===== config.mk =====
export PLATFORM = sky130hd
export DESIGN_NAME = pe_mac_stream
export DESIGN_NICKNAME = d
export VERILOG_FILES = /design/src/rtl/pe_mac_stream.sv
export SDC_FILE = /design/constraint.sdc
export NUM_CORES = 2
export LEC_CHECK = 0
export ABC_AREA = 1
export BUFFER_PORTS_ARGS = -buffer_cell sky130_fd_sc_hd__buf_2
export CORE_MARGIN = 2
export CORE_UTILIZATION = 30
export DETAILED_ROUTE_END_ITERATION = 10
export GPL_ROUTABILITY_DRIVEN = 0
export GPL_TIMING_DRIVEN = 0
export SETUP_SLACK_MARGIN = 0.1
export SYNTH_ARGS = -nofsm -noshare
export SYNTH_HDL_FRONTEND = slang
export SYNTH_SLANG_ARGS = --single-unit

===== constraint.sdc =====
create_clock -name clk_i -period 12.6 [get_ports clk_i]
set_clock_uncertainty 0.2 [all_clocks]
set_input_delay 2.52 -clock clk_i [delete_from_list [all_inputs] [get_ports clk_i]]
set_output_delay 2.52 -clock clk_i [all_outputs]
set_load 0.005 [all_outputs]

===== src/rtl/pe_mac_stream.sv =====
// Systolic MAC processing element: forwards operands right/down, accumulates
// valid pairs into a framed dot product and publishes it with a valid pulse.
module pe_mac_stream #(
  parameter int DATA_WIDTH = 32,
  parameter int ACC_WIDTH  = 2*DATA_WIDTH+8,
  parameter bit SATURATE   = 1'b1
) (
  input  logic                  clk_i,
  input  logic                  rst_i,
  input  logic [DATA_WIDTH-1:0] up_i,
  input  logic                  up_valid_i,
  input  logic [DATA_WIDTH-1:0] left_i,
  input  logic                  left_valid_i,
  input  logic                  last_i,
  input  logic                  clear_i,
  input  logic                  signed_i,
  output logic [DATA_WIDTH-1:0] down_o,
  output logic                  down_valid_o,
  output logic [DATA_WIDTH-1:0] right_o,
  output logic                  right_valid_o,
  output logic                  right_last_o,
  output logic [ACC_WIDTH-1:0]  res_o,
  output logic                  res_valid_o,
  output logic                  res_ovf_o
);

  localparam int DW = DATA_WIDTH;
  localparam int AW = ACC_WIDTH;
  localparam int PW = 2*DATA_WIDTH;

  logic          fire;
  logic [PW-1:0] a_ext, b_ext, prod;
  logic [AW-1:0] acc_q, base, sum_fin;
  logic [AW:0]   base_ext, prod_ext, sum;
  logic          ovf_q, ovf_base, overflow;

  always_comb begin
    fire     = up_valid_i & left_valid_i;
    // Operands extended to full product width: low PW bits of the product
    // are then correct for both signed and unsigned interpretation.
    a_ext    = {{(PW-DW){signed_i & up_i[DW-1]}}, up_i};
    b_ext    = {{(PW-DW){signed_i & left_i[DW-1]}}, left_i};
    prod     = a_ext * b_ext;
    base     = clear_i ? '0 : acc_q;
    ovf_base = ~clear_i & ovf_q;
    base_ext = {signed_i & base[AW-1], base};
    prod_ext = {{(AW+1-PW){signed_i & prod[PW-1]}}, prod};
    sum      = base_ext + prod_ext;
    overflow = signed_i ? (sum[AW] ^ sum[AW-1]) : sum[AW];
    sum_fin  = sum[AW-1:0];
    if (SATURATE && overflow) begin
      if (!signed_i)    sum_fin = '1;
      else if (sum[AW]) sum_fin = {1'b1, {(AW-1){1'b0}}};
      else              sum_fin = {1'b0, {(AW-1){1'b1}}};
    end
  end

  always_ff @(posedge clk_i) begin
    if (rst_i) begin
      down_o        <= '0;
      down_valid_o  <= 1'b0;
      right_o       <= '0;
      right_valid_o <= 1'b0;
      right_last_o  <= 1'b0;
      res_o         <= '0;
      res_valid_o   <= 1'b0;
      res_ovf_o     <= 1'b0;
      acc_q         <= '0;
      ovf_q         <= 1'b0;
    end else begin
      down_o        <= up_i;
      down_valid_o  <= up_valid_i;
      right_o       <= left_i;
      right_valid_o <= left_valid_i;
      right_last_o  <= last_i;
      res_valid_o   <= fire & last_i;
      if (fire && last_i) begin
        res_o     <= sum_fin;
        res_ovf_o <= ovf_base | overflow;
        acc_q     <= '0;
        ovf_q     <= 1'b0;
      end else if (fire) begin
        acc_q <= sum_fin;
        ovf_q <= ovf_base | overflow;
      end else if (clear_i) begin
        acc_q <= '0;
        ovf_q <= 1'b0;
      end
    end
  end

endmodule


==> results.cfg <==
[die]
die_x_um = 417
rows = 151
io_pins = 212
die-height_um = 417
dieArea_sq_um = 174000
core_area_sq_um = 169000
start_util_pct = 30.2

[routing]
wl_per_cell_um = 20.5
ant_nets = 0
firstDrtPassIters = 7
routed_wl_mm = 188
routed_via_density = 4.74
drc = 0
dr.first_iter.drc_count = 3715
via_count = 43400

[logic_synthesis]
synth-seq-cells = 214
synthesis.nets = 8157
synth.avg_cell_area_sq_um = 7.67
async_flop_share_pct = 0
synthTopCellsByArea = fa_1 44%, inv_1 14%, nand2_1 13%, dfxtp_1 8.4%, ha_1 6.9%
yosysTopAreaCellShare_pct = 44.0
synth_area_leader_cell = fa_1
yosys_warnings = 0
yosysSeqAreaShare_pct = 8.36
synth-edff-count = 0
synth_cell_types = 44
syn-cell-area_sq_um = 51300
synthFlopType = dfxtp_1
syn-instance-count = 6679

[timing]
fin_ws_ns = 0.274
slew_headroom_pct = 10.5
finalCritPeriodShare_pct = 97.8
worst_pin_slew_ns = 1.34
setup_tns_ns = 0
hold_viol_final = 0
timing.fmax_mhz = 81.1
finalSetupViolCount = 0
final_max_slew_viol_count = 0
min_period_ns = 12.33

[placement]
placed_area_sq_um = 54800
preCtsSetupSlack_ns = -2.72
place_hpwl_mm = 161
io_buffers = 146

[flow_run]
drv_cap = 0

[worst_setup_path]
reg2regPathDepth = 22
ff2ff_setup_slack_ns = 7.91
cp-start-kind = input port
cpMostUsedCell = nand2_1
path_class = in -> reg
max_stage_delay_ns = 0.62
cp_max_fo = 8
critPathCaptureType = flip-flop
timing.rr.start = acc_q[0]$_SDFF_PP0_
timing.rr.end = res_o[44]$_SDFFE_PP0P_
worstPathRequired_ns = 12.97
critPathSlowestCell = fa_2
arrival_ns = 12.69

[clocking]
cts.clk_slew.worst_paths_ns = 0.06
clk_latency_ns = 0.69
htree_levels = 1
hold_buffers = 0
clk_path_buf_depth = 3
cts_inserted_buffers = 29
cts_tree = built
clock_tree.root_cell = clkbuf_16
cts_sinks = 214

[grt]
first_global_vias = 45200
antenna_found_initial = 5
grt_first_pass_wirelength_mm = 283
grt_max_degree = 26
gr-total-overflow = 0
grtUsageTotal_pct = 21.7

[layout]
fin_area_sq_um = 58800
final_common_cell = inv_1
area_growth_pct = 14.7
fin_nets = 8389
drive_above_1_share_pct = 10.3
layout_common_cells = 1861 x inv_1, 1696 x nand2_1, 1098 x fa_1

[hold_path]
min_path_type = reg -> reg
min_from = res_o[10]$_SDFFE_PP0P_
whs_path_depth = 2
hold_end = res_o[10]$_SDFFE_PP0P_

[status]
status = finished clean
## layout make-up
class                           count  area, sq um
Sequential cell                   214         4280
Tap cell                         2218         2780
Antenna cell                        4         10.0
Fill cell                       17600       111000
Multi-Input combinational cell   4240        39400
Buffer                            346         2970
Timing Repair Buffer              201         1260
Clock buffer                       31          753
Inverter                         1879         7060
Clock inverter                     21          239
## per-stage QoR
step / util [%] / instances / hold WS [ns]
after global routing: 34.7 / 9152 / 0.263
final: 34.7 / 9154 / 0.250
after global placement: 32.3 / 9043 / 0.237
after CTS: 34.0 / 9111 / 0.252
after floorplan: - / 6679 / 0.248
after detailed placement: 32.3 / 9043 / 0.235
## state kept, by name, indices dropped and copies added (netlist names)
signal         flops
acc_q             72
down_o            32
down_valid_o       1
ovf_q              1
res_o             72
res_ovf_o          1
res_valid_o        1
right_last_o       1
right_o           32
right_valid_o      1
## cells by family after synthesis
| family | share of synthesized area (%) |
|---|---|
| fa+ha+maj | 50.8 |
| flops | 8.36 |
| xor+xnor | 2.29 |
| buf+inv | 16.4 |
| compound gates | 4.91 |
| simple gates | 17.2 |
## worst max-delay path: cells and delay by family
| family | cells | cell delay [ns] |
|---|---|---|
| AO/OA/AOI/OAI | 5 | 0.80 |
| AND/OR/NAND/NOR | 28 | 3.14 |
| adder cells (fa/ha/maj) | 10 | 4.84 |
| buffers and inverters | 13 | 1.23 |
| XOR/XNOR | 1 | 0.10 |
## worst max path at each step
stage                           from                endpoint  slack (ns)  depth (start not counted)
after floorplan             up_i[19]    acc_q[10]$_SDFF_PP0_        0.51                         54
after global placement    left_i[17]  res_o[29]$_SDFFE_PP0P_       -2.69                         55
after detailed placement    up_i[15]  res_o[57]$_SDFFE_PP0P_       -2.72                         56
after CTS                   up_i[25]  res_o[27]$_SDFFE_PP0P_        0.10                         57
after global routing        up_i[23]  res_o[25]$_SDFFE_PP0P_       -0.05                         57
final                       up_i[23]  res_o[41]$_SDFFE_PP0P_        0.27                         57
## layer usage
| layer | track usage [%] | vias to the layer above | wire length [um] |
|---|---|---|---|
| met5 | 0 | - | 25 |
| met4 | 12.3 | 4 | 14000 |
| met3 | 3.91 | 479 | 15900 |
| met2 | 35.1 | 1921 | 85000 |
| met1 | 27.3 | 21500 | 73000 |
| li1 | - | 19500 | - |
## Yosys cell counts (5+ instances only)
master       n
inv_1     1870
nand2_1   1724
fa_1      1126
clkbuf_1   306
ha_1       281
nor2_1     271
a21oi_1    245
nand3_1    221
dfxtp_1    214
o21ai_0     86
xor2_1      82
xnor2_1     52
a31oi_1     37
o21a_1      31
buf_2       20
buf_1       14
nand4_1     12
o21bai_1     9
inv_2        8
nor3_1       8
o211ai_1     7
a21boi_0     6
a21o_1       6
buf_4        5
## timing repair
action / CTS / global route
setup buffers: 15 / 35
cloned: 1 / 4
resized for setup: 559 / 427
pin swaps: 16 / 60
setup endpoints to repair: 146 / 146
Power is left out: the tool's default activity adds up to more than one toggle a clock period on the data nets, which glitch-free logic cannot reach.
